===== src/rtl/mem_arb_pkg.sv =====
// Shared types and constants for the I/D memory-port arbiter.
package mem_arb_pkg;

  localparam int ADDR_W_DEF = 28;
  localparam int DATA_W_DEF = 128;

  // Grant identifiers, also used as the value of the round-robin priority pointer
  localparam logic GNT_I = 1'b0;
  localparam logic GNT_D = 1'b1;

  typedef enum logic [1:0] {
    IDLE    = 2'd0,
    GRANT_I = 2'd1,
    GRANT_D = 2'd2,
    GAP     = 2'd3
  } arb_state_t;

  // Choose the side to grant when at least one side is pending.
  // prio names the side that wins a tie.
  function automatic logic pick_side(input logic i_pend, input logic d_pend, input logic prio);
    logic side;
    if (d_pend && (!i_pend || prio == GNT_D)) side = GNT_D;
    else                                      side = GNT_I;
    return side;
  endfunction

endpackage


===== src/rtl/arb_timeout_cnt.sv =====
// Clear/enable saturating counter for the arbiter's grant watchdog.
// tc is asserted in the enabled cycle whose increment lands the count on
// TIMEOUT_CYC, so a flag registered from it becomes visible in the same
// cycle the count reaches the terminal value.
module arb_timeout_cnt #(
  parameter int TIMEOUT_CYC = 1023
) (
  input  logic clk,
  input  logic rst,
  input  logic clr,
  input  logic en,
  output logic tc
);

  localparam int CNT_W = $clog2(TIMEOUT_CYC + 1);
  localparam logic [CNT_W-1:0] TC_VAL  = CNT_W'(TIMEOUT_CYC);
  localparam logic [CNT_W-1:0] TC_PREV = CNT_W'(TIMEOUT_CYC - 1);

  logic [CNT_W-1:0] count;

  // Count enabled cycles, hold at the terminal value, restart on clear
  always_ff @(posedge clk or negedge rst) begin
    if (!rst)                        count <= '0;
    else if (clr)                    count <= '0;
    else if (en && count != TC_VAL)  count <= count + CNT_W'(1);
  end

  assign tc = en && !clr && (count == TC_PREV);

endmodule


===== src/rtl/mem_port_arbiter.sv =====
// Shares one line-wide backing-memory port between the I-cache and D-cache.
// A granted side owns the port from issue until mem_ready, followed by one
// idle GAP cycle so the served cache can drop its request.
// Optional feature: define ARB_ROUND_ROBIN_EN for alternating tie-break;
// otherwise the D-cache always wins a tie.
module mem_port_arbiter
  import mem_arb_pkg::*;
#(
  parameter int ADDR_W      = ADDR_W_DEF,
  parameter int DATA_W      = DATA_W_DEF,
  parameter int TIMEOUT_CYC = 1023
) (
  input  logic              clk,
  input  logic              rst,
  input  logic              i_read,
  input  logic              i_write,
  input  logic [ADDR_W-1:0] i_addr,
  input  logic [DATA_W-1:0] i_wdata,
  output logic [DATA_W-1:0] i_rdata,
  output logic              i_ready,
  input  logic              d_read,
  input  logic              d_write,
  input  logic [ADDR_W-1:0] d_addr,
  input  logic [DATA_W-1:0] d_wdata,
  output logic [DATA_W-1:0] d_rdata,
  output logic              d_ready,
  output logic              mem_read,
  output logic              mem_write,
  output logic [ADDR_W-1:0] mem_addr,
  output logic [DATA_W-1:0] mem_wdata,
  input  logic [DATA_W-1:0] mem_rdata,
  input  logic              mem_ready,
  output logic              busy,
  output logic              timeout_err
);

  arb_state_t state, state_nxt;
  logic       i_pend, d_pend;
  logic       prio, win_side;
  logic       granted;
  logic       tc;

  assign i_pend  = i_read | i_write;
  assign d_pend  = d_read | d_write;
  assign granted = (state == GRANT_I) || (state == GRANT_D);

`ifdef ARB_ROUND_ROBIN_EN
  logic rr_prio;

  // Hand tie priority to the side that was not served last
  always_ff @(posedge clk or negedge rst) begin
    if (!rst)                                rr_prio <= GNT_D;
    else if (mem_ready && state == GRANT_I)  rr_prio <= GNT_D;
    else if (mem_ready && state == GRANT_D)  rr_prio <= GNT_I;
  end

  assign prio = rr_prio;
`else
  assign prio = GNT_D;
`endif

  assign win_side = pick_side(i_pend, d_pend, prio);

  // State register
  always_ff @(posedge clk or negedge rst) begin
    if (!rst) state <= IDLE;
    else      state <= state_nxt;
  end

  // Next state and port decode; the granted side drives memory directly
  always_comb begin
    state_nxt = state;
    mem_read  = 1'b0;
    mem_write = 1'b0;
    mem_addr  = '0;
    mem_wdata = '0;
    i_ready   = 1'b0;
    d_ready   = 1'b0;
    case (state)
      IDLE: begin
        if (i_pend || d_pend) state_nxt = (win_side == GNT_D) ? GRANT_D : GRANT_I;
      end
      GRANT_I: begin
        mem_write = i_write;
        mem_read  = i_read & ~i_write;
        mem_addr  = i_addr;
        mem_wdata = i_wdata;
        i_ready   = mem_ready;
        if (mem_ready) state_nxt = GAP;
      end
      GRANT_D: begin
        mem_write = d_write;
        mem_read  = d_read & ~d_write;
        mem_addr  = d_addr;
        mem_wdata = d_wdata;
        d_ready   = mem_ready;
        if (mem_ready) state_nxt = GAP;
      end
      GAP: begin
        state_nxt = IDLE;
      end
      default: state_nxt = IDLE;
    endcase
  end

  assign busy    = (state != IDLE);
  assign i_rdata = mem_rdata;
  assign d_rdata = mem_rdata;

  // Grant watchdog: restarts whenever no grant is held
  arb_timeout_cnt #(
    .TIMEOUT_CYC (TIMEOUT_CYC)
  ) u_timeout (
    .clk (clk),
    .rst (rst),
    .clr (~granted),
    .en  (granted),
    .tc  (tc)
  );

  // Sticky timeout flag; the grant itself is never forced off
  always_ff @(posedge clk or negedge rst) begin
    if (!rst)                  timeout_err <= 1'b0;
    else if (tc && !mem_ready) timeout_err <= 1'b1;
  end

endmodule


===== config.mk =====
export PLATFORM = sky130hd
export DESIGN_NAME = mem_port_arbiter
export DESIGN_NICKNAME = d
export VERILOG_FILES = /design/src/rtl/mem_arb_pkg.sv /design/src/rtl/arb_timeout_cnt.sv /design/src/rtl/mem_port_arbiter.sv
export SDC_FILE = /design/constraint.sdc
export NUM_CORES = 1
export LEC_CHECK = 0
export BUFFER_PORTS_ARGS = -buffer_cell sky130_fd_sc_hd__buf_2
export CAP_MARGIN = 10
export CORE_AREA = 3 3 339 341
export DETAILED_ROUTE_END_ITERATION = 6
export DIE_AREA = 0 0 342 344
export PLACE_DENSITY_LB_ADDON = 0.1
export SLEW_MARGIN = 10
export SYNTH_ARGS = -nofsm -noshare
export SYNTH_HDL_FRONTEND = slang
export SYNTH_SLANG_ARGS = --single-unit
export TNS_END_PERCENT = 20

===== constraint.sdc =====
create_clock -name clk -period 1.4 [get_ports clk]
set_input_delay 0.14 -clock clk [delete_from_list [all_inputs] [get_ports clk]]
set_output_delay 0.14 -clock clk [all_outputs]
set_load 0.1 [all_outputs]

==> results.md, run 1 <==
* Gr usage total at 0.0665
* Max-Cap Viols at 0
* Crit path launch: state[1]
* CTS buffer count at 3
* GRT overflow at 0
* Max-slew violation count at 0
* Fin Hold WS at 280 ps
* Final nets at 1461
* Worst skew pair latency at 240 ps
* Mean area per synthesized cell at around 6.7 sq um
* Drc violations at 0
* Longest Clk Path Bufs at 2
* Netlist cell types at 34
* H-tree depth at 1
* Gate Count Post-Synth at 709
* Area grow syn2layout at 165%
* Worst-Margin Slew at between 400 and 500 ps
* Fin crit period at 2120 ps
* CP bufs+invs at 5
* Critical Path Max Stage Delay at about 400 ps
* Detailed Route Iter0 Violations at 174
* Share of the synthesized area in the top cell type at 0.407
* Clock Tree Root: clkbuf_16
* FMAX at 471 MHz
* Largest cells by area after synthesis: buf_4 41%, a22oi_1 25%, nor2_1 13%, dfrtp_1 6.9%, buf_2 3.7%
* Status: finished with violations
* Synth warn at 0
* FF-to-FF Start: state[0]
* Pin count of the biggest net entering global routing at 25
* Total wire length at 43000 um
* Die Area at 118000 sq um
* Dpl hpwl at 34800 um
* Register bit count reported by yosys at 13
* Num Clock Sinks at 13
* Hold Vio Cnt, Final at 0
* Final setup fails at 172
* Top delay family on crit path: buffers and inverters
* Worst setup EP type: primary output
* Crit-path slowest cell: dfrtp_1
* Via count at between 6k and 7k
* Initial antenna violation count at 6
* Post-synthesis cell area at between 4000 and 5000 sq um
* I/O pin count at 865
* Vias in the first global route at 6880
* Commonest cells after routing, fill and taps aside: 318 x buf_2, 184 x buf_12, 113 x nor2_4
* Worst-path cell chain: buf_6 > ha_4 > buf_12 > buf_8 > a22oi_1 > buf_4 > nor2_4 > buf_12
* Largest area contributor in the netlist: buf_4
* Floorplan Core Area at 112000 sq um
* Final worst path period share at 1.52
* Avg WL per Cell at about 17 um
* Critical path data arrival time at 1980 ps
* Layout cells sized above 1 at 0.878
* Top cell by count, worst path: buf_12
* Dpl ws at -689 ps
* Row cnt at ~120
* Startpoint types: flop
* Post-Syn Nets at 1161
* Setup ws final at -725 ps
* Chip height at approximately 340 um
* Post-synthesis sequential area ratio at 0.0685
* PortBufs at 480
* DR vias/cell at about 2.5
* Violated checks: negative setup slack
* Min-delay src: mem_rdata[41]
* RSZ-0062 raised after global routing: yes
* DR pass1 iterations at 4
* First-pass GRT wire length at 55500 um
* Max Clock Skew at just under 4 ps
* Die X at approximately 340 um
* CTS tree: yes
* Clock transition at path regs at 50 ps
* Final TNS setup at -101650 ps
* CP required at 1260 ps
* Worst-path fanout max at 8
* Routed Antenna Nets at 0
* Routability cong. at ~0.77
* Initial core utilization at 0.0423
* HP Class: in -> out
* Crit path kind: reg -> out
* Most common cell after layout, fill and taps aside: buf_2
* Relative slew margins at 0.726
through the flow:
step                cell area [sq um]  utilization  std cells
global placement                10900       0.0970       2475
global route                    12600        0.112       2508
detailed placement              10900       0.0970       2475
CTS                             12000        0.107       2496
floorplan                        5450            -        709
finish                          12600        0.112       2510
area by class of cell:
| cell class | instances | area [sq um] |
|---|---|---|
| Tap cell | 1500 | 1880 |
| Multi-Input combinational cell | 378 | 3730 |
| Sequential cell | 13 | 327 |
| Timing Repair Buffer | 608 | 6520 |
| Antenna cell | 2 | 5.00 |
| Fill cell | 12908 | 99600 |
| Clock inverter | 1 | 5.00 |
| Inverter | 5 | 40.0 |
| Clock buffer | 3 | 75.1 |
state kept, by name (all words and copies together), names as in the netlist:
name             flops
state                2
u_timeout.count     10
timeout_err          1
kinds of logic after synthesis:
kind of cell             count (synthesis)  share of synthesized area
AO/OA/AOI/OAI                          182                      0.284
adder cells (fa/ha/maj)                  5                     0.0132
flip-flops                              13                     0.0685
AND/OR/NAND/NOR                        191                      0.166
buffers and inverters                  318                      0.469
metal layers:
metal	part of all wire	global-route usage	vias up	wire length (um)
met2	0.42	0.100	478	18200
li1	-	-	2833	-
met3	0.13	0.0343	81	5540
met4	0.023	0.0147	4	983
met5	0.00079	0	-	34
met1	0.43	0.0841	2876	18300
final timing paths:
check	end	slack (ps)	depth (start not counted)
setup reg to reg	timeout_err	-260	7
setup / recovery	mem_wdata[77]	-720	8
max in group asynchronous	state[0]	760	2
hold reg to reg	u_timeout.count[4]	530	1
hold / removal	d_rdata[41]	280	0
min in group asynchronous	timeout_err	350	2
synth_stat cells:
library cell,instances
and2b_2,1
and2_1,2
clkbuf_1,17
buf_2,35
nor4b_1,1
nor2_1,159
nor3_1,7
o41ai_1,1
inv_1,5
and3_1,3
ha_1,5
a31oi_1,7
nand2_1,4
dfrtp_1,13
nand3_1,5
nand3b_1,2
nor4_1,2
a41o_2,1
and4_1,1
buf_6,3
a221o_1,1
o32ai_1,1
a22oi_1,157
a211oi_1,3
nand4_1,1
o21ai_0,2
a311oi_1,1
a21oi_1,7
buf_4,257
nor3b_1,1
buf_1,1
and3_2,1
or3b_1,1
a41oi_1,1
timing repair:
action | 4_1_cts | 5_1_grt
setup endpoints to repair | 172 | 174
cloned | 8 | 5
hold buffers | 1 | 0
endpoints found under the hold margin | 13 | 0
resized for setup | 164 | 72
pin swaps | 40 | 42
buffers inserted | 11 | 8
Power of run 1 is not shown: default switching activity piles up to over one toggle a cycle in this logic, so the estimate is an artifact.
==> run 2, diff against run 1 <==
--- a/config.mk
+++ b/config.mk
@@ -11,6 +11,7 @@
 export DETAILED_ROUTE_END_ITERATION = 6
 export DIE_AREA = 0 0 342 344
 export PLACE_DENSITY_LB_ADDON = 0.1
+export SKIP_LAST_GASP = 1
 export SLEW_MARGIN = 10
 export SYNTH_ARGS = -nofsm -noshare
 export SYNTH_HDL_FRONTEND = slang
==> run 2 against run 1 <==
Net effect:
- the run still ends with negative setup slack left
- register-to-register slack got worse by 40 ps
- critical path depth fell by 1
- cell count barely moved
- wire length rose by 0.91%
- flip-flop and latch count did not move
- sequential share of layout area rose by 0.13 points
- first-iteration DRC count rose by 43%
- hold slack did not move
- critical path type unchanged
- non-clock buffer count fell by 1
==> results.md, run 2 (synthesis gave the netlist of run 1 again) <==
* Status: finished with violations
* Violated checks: negative setup slack
* Largest registers: u_timeout.count x10, state x2, timeout_err x1
* Layer with the highest usage: met2
* DR vias/cell at 2.49 (-0.52%)
* Dpl ws at -689 ps (unchanged)
* Worst-Margin Slew at 443 ps (+31.6 ps)
* Max-Cap Viols at 0 (unchanged)
* H-tree depth at 1 (unchanged)
* Most flop-heavy register: u_timeout.count
* PortBufs at 480 (unchanged)
* Critical path data arrival time at 1990 ps (about the same)
* FF-to-FF Start: state[0]
* Die X at 342 um (unchanged)
* Via count at 6237 (-0.56%)
* Hold Vio Cnt, Final at 0 (unchanged)
* Worst-path fanout max at 9 (+1)
* Area grow syn2layout at 152%
* Crit path kind: reg -> out
* Fillers at 13.0k (+0.38%)
* Fin crit period at 2130 ps (+0.964 ps)
* Critical Path Max Stage Delay at 440 ps (+50 ps)
* Routed Antenna Nets at 0 (unchanged)
* RSZ-0062 raised after global routing: yes
* Worst R2R Path Depth at 6 (-1)
* Final setup fails at 172 (unchanged)
* Worst setup EP type: primary output
* Num Clock Sinks at 13 (unchanged)
* Reg-to-Reg End: state[0]
* Total wire length at 43400 um (+0.91%)
* CP required at 1260 ps (about the same)
* Clock Tree Root: clkbuf_16
* Hold path cells at 0 (unchanged)
* Max reg flops at 10 (unchanged)
* Setup ws final at -726 ps (-0.964 ps)
* Gr usage total at 0.0664 (-0.000105)
* CTS buffer count at 3 (unchanged)
* Chip height at 344 um (unchanged)
* CTS tree: yes
* Floorplan Core Area at 112000 sq um (unchanged)
* Met3 capacity usage during global routing at 0.0346 (+0.000386)
* End of the worst hold path: d_rdata[41]
* Avg WL per Cell at 17.3 um (+0.95%)
* FMAX at 470 MHz (about the same)
* Final nets at 1460 (-0.068%)
* GRT overflow at 0 (unchanged)
* Layout cells sized above 1 at 0.809 (-0.0686)
* Most common cell after layout, fill and taps aside: buf_2
* Worst-path cell chain: ha_4 > buf_16 > buf_12 > a22oi_2 > buf_4 > nor2_4 > buf_12
* Dpl hpwl at 34800 um (unchanged)
* Row cnt at 123 (unchanged)
* Max Clock Skew at 1.71 ps (-2.14 ps)
* Detailed Route Iter0 Violations at 249 (+43%)
* Pin count of the biggest net entering global routing at 25 (unchanged)
* Initial core utilization at 0.0423 (unchanged)
* Vias in the first global route at 6846 (-0.49%)
* Longest Clk Path Bufs at 2 (unchanged)
* Drc violations at 0 (unchanged)
* Relative slew margins at 0.705 (-0.0211)
* Crit-path slowest cell: dfrtp_2
* Worst skew pair latency at 240 ps (about the same)
* Initial antenna violation count at 7 (+1)
* R2R setup slack at -300 ps (-40 ps)
* Final worst path period share at 1.52 (about the same)
* M1 GR Usage at 0.0840 (about the same)
* First-pass GRT wire length at 55300 um (-0.36%)
* Min-delay src: mem_rdata[41]
* Routability cong. at 0.768 (unchanged)
* I/O pin count at 865 (unchanged)
* Commonest cells after routing, fill and taps aside: 318 x buf_2, 181 x buf_12, 120 x a22oi_1
* HP Class: in -> out
* Startpoint types: flop
* Max-slew violation count at 0 (unchanged)
* Grt met2 use at 0.100 (+0.000126)
* Top cell by count, worst path: buf_12
* DR pass1 iterations at 4 (unchanged)
* Die Area at 118000 sq um (unchanged)
* Clock transition at path regs at 50 ps (about the same)
[run 2: cell types whose count changed in the layout (fill, tap and decap cells not counted), sizes merged]
cell and change:
clkbuf +1, buf -3, bufbuf +1
[run 2: worst max-delay path: cells and delay by family (launching register included)]
kind | cells | cell delay, ps
AOI/OAI and AO/OA | 1 | 360
and+or+nand+nor | 1 | 40
buffers and inverters | 4 | 660
DFF | 1 | 440
adders and majority gates | 1 | 210
[run 2: timing repair]
action	4_1_cts	5_1_grt
endpoints found under the setup margin	172	174
hold buffers	1	0
buffers inserted	11	7
pin swaps	15	8
hold endpoints to repair	13	0
cloned	8	6
gates resized for setup	86	22
[run 2: cell type report]
class | count | area, sq um | share of cell area
inverters | 5 | 37.5 | 0.00314
clock buffers | 3 | 75.1 | 0.00627
repair buffers | 607 | 6450 | 0.539
clock inverters | 1 | 5.00 | 0.000418
flip-flops and latches | 13 | 327 | 0.0273
diodes | 2 | 5.00 | 0.000418
multi-input cells | 378 | 3190 | 0.267
well taps | 1500 | 1880 | 0.157
[run 2: metrics by stage]
step	hold slack [ps]	util	cells	instance area, sq um	setup TNS (ps)
6_report	280	0.107	2509	12000	-102780
5_1_grt	280	0.107	2508	12000	-119550
4_1_cts	281	0.104	2496	11700	-112870
3_5_place_dp	70.1	0.0970	2475	10900	-76300
3_3_place_gp	84.8	0.0970	2475	10900	-75530
2_1_floorplan	-156	-	709	5450	-101830
[run 2: per-layer routing]
| layer | vias to the layer above | routed length, um |
|---|---|---|
| li1 | 2827 | - |
| met1 | 2842 | 18700 |
| met2 | 484 | 18100 |
| met3 | 80 | 5730 |
| met4 | 4 | 886 |
| met5 | - | 34 |
[run 2: how the worst max path moves through the flow]
stage / from / to / cells past startpoint
CTS: state[0] / mem_wdata[32] / 7
floorplan: state[0] / mem_addr[10] / 7
global placement: state[0] / mem_wdata[75] / 8
detailed placement: state[0] / mem_addr[21] / 7
global route: state[1] / mem_wdata[75] / 8
finish: state[0] / mem_wdata[66] / 7
Power of run 2 is left out for the same reason.
==> run 3, diff against run 2 <==
--- a/config.mk
+++ b/config.mk
@@ -7,9 +7,11 @@
 export LEC_CHECK = 0
 export BUFFER_PORTS_ARGS = -buffer_cell sky130_fd_sc_hd__buf_2
 export CAP_MARGIN = 10
-export CORE_AREA = 3 3 339 341
+export CELL_PAD_IN_SITES_DETAIL_PLACEMENT = 0
+export CELL_PAD_IN_SITES_GLOBAL_PLACEMENT = 2
+export CORE_AREA = 3 3 334 336
 export DETAILED_ROUTE_END_ITERATION = 6
-export DIE_AREA = 0 0 342 344
+export DIE_AREA = 0 0 337 339
 export PLACE_DENSITY_LB_ADDON = 0.1
 export SKIP_LAST_GASP = 1
 export SLEW_MARGIN = 10
==> run 3 against run 2 <==
Net effect:
- the run still ends with negative setup slack left
- cell count is 4.1% lower
- global-route usage is 0.53 points lower
- fmax grew 6.8%
==> results.md, run 3 (synthesis gave the netlist of run 1 again) <==
* Status: finished with violations
* Violated checks: negative setup slack
* Worst-Margin Slew at 502 ps (+59.2 ps)
* Most common cell after layout, fill and taps aside: buf_2
* Fin crit period at 1990 ps (-136 ps)
* I/O pin count at 865 (unchanged)
* Max-slew violation count at 0 (unchanged)
* RSZ-0062 raised after global routing: yes
* Layout cells sized above 1 at 0.805 (-0.00466)
* Final TNS setup at -84660 ps (+18120 ps)
* Worst-path fanout max at 16 (+7)
* Num Clock Sinks at 13 (unchanged)
* Pin count of the biggest net entering global routing at 25 (unchanged)
* Critical path data arrival time at 1850 ps (-140 ps)
* Initial core utilization at 0.0436 (+0.00130)
* CTS buffer count at 3 (unchanged)
* Setup ws final at -590 ps (+136 ps)
* HP Class: in -> out
* Multi-input logic area at 3140 sq um (-1.6%)
* FMAX at 503 MHz (+6.8%)
* Initial antenna violation count at 20 (+13)
* FF/Latch Area at 325 sq um (-0.38%)
* CP required at 1260 ps (about the same)
* H-tree depth at 1 (unchanged)
* CTS tree: yes
* Largest registers: u_timeout.count x10, state x2, timeout_err x1
* Fillers at 12.6k (-3.1%)
* Longest Clk Path Bufs at 2 (unchanged)
* Final nets at 1436 (-1.6%)
* Floorplan Core Area at 109000 sq um (-3.0%)
* DR vias/cell at 2.49 (+0.24%)
* Total wire length at 37500 um (-14%)
* Max reg flops at 10 (unchanged)
* First-pass GRT wire length at 50800 um (-8.0%)
* Clock transition at path regs at 50 ps (about the same)
* Commonest cells after routing, fill and taps aside: 319 x buf_2, 182 x buf_12, 119 x a22oi_1
* Routability cong. at 0.655 (-15%)
* Startpoint types: flop
* Dpl ws at -391 ps (+298 ps)
* Gr usage total at 0.0611 (-0.00531)
* Worst skew pair latency at 260 ps (+20 ps)
* Max Clock Skew at 11.0 ps (+9.26 ps)
* Die Area at 114000 sq um (-2.9%)
* Final worst path period share at 1.42 (-0.0971)
* Final setup fails at 171 (-0.58%)
* Crit path kind: reg -> out
* Area grow syn2layout at 139%
* GRT overflow at 0 (unchanged)
* Hold Vio Cnt, Final at 0 (unchanged)
* DR pass1 iterations at 4 (unchanged)
* Die X at 337 um (-1.5%)
* Drc violations at 0 (unchanged)
* Worst setup EP type: primary output
* Max-Cap Viols at 0 (unchanged)
* Clock Tree Root: clkbuf_16
* Chip height at 339 um (-1.5%)
* Routed Antenna Nets at 0 (unchanged)
* Row cnt at 121 (-1.6%)
* Most flop-heavy register: u_timeout.count
* PortBufs at 480 (unchanged)
* Detailed Route Iter0 Violations at 196 (-21%)
* Avg WL per Cell at 15.6 um (-9.9%)
* Relative slew margins at 0.668 (-0.0372)
* Vias in the first global route at 6636 (-3.1%)
* Via count at 5998 (-3.8%)
* Dpl hpwl at 32400 um (-7.0%)
## run 3: per-layer routing
| layer | wire length (um) | track usage |
|---|---|---|
| met1 | 12500 | 0.0586 |
| met2 | 18900 | 0.112 |
| met3 | 5240 | 0.0349 |
| met4 | 666 | 0.0110 |
| met5 | 186 | 0.00979 |
## run 3: area by class of cell
cell class                      count  share of cell area
Tap cell                         1414               0.156
Sequential cell                    13              0.0287
Multi-Input combinational cell    378               0.277
Timing Repair Buffer              583               0.526
Clock inverter                      1            0.000442
Antenna cell                       10             0.00221
Inverter                            5             0.00276
Clock buffer                        3             0.00663
## run 3: critical path, cell delays in order, from the launching register on
cell     delay [ps]
dfrtp_1         380
buf_4           150
ha_4            170
buf_12          170
buf_4           190
a22oi_1         290
nor2_4           60
buf_12          170
## run 3: what timing repair did
action	in CTS	in global routing
pin swaps	4	6
hold endpoints to repair	13	0
endpoints found under the setup margin	172	173
hold buffers	1	0
gates resized for setup	46	26
gates cloned	2	0
setup buffers	13	3
## run 3: final timing paths
| path | start | endpoint | slack, ps | cells after the start |
|---|---|---|---|---|
| setup / recovery | state[0] | mem_wdata[61] | -590 | 7 |
| hold / removal | mem_rdata[24] | d_rdata[24] | 280 | 0 |
| setup reg to reg | state[1] | state[0] | -170 | 5 |
| hold reg to reg | timeout_err | timeout_err | 510 | 1 |
| max in group asynchronous | rst | state[1] | 750 | 2 |
| min in group asynchronous | rst | u_timeout.count[5] | 350 | 2 |
## run 3: per-stage QoR
| step | hold slack (ps) | cell area (sq um) | instances | util |
|---|---|---|---|---|
| floorplan | -156 | 5450 | 709 | - |
| global placement | 102 | 10700 | 2374 | 0.0980 |
| detailed placement | 96.7 | 10700 | 2374 | 0.0980 |
| CTS | 281 | 11100 | 2394 | 0.102 |
| global route | 280 | 11300 | 2398 | 0.104 |
| finish | 280 | 11300 | 2407 | 0.104 |
Power of run 3 is left out for the same reason.
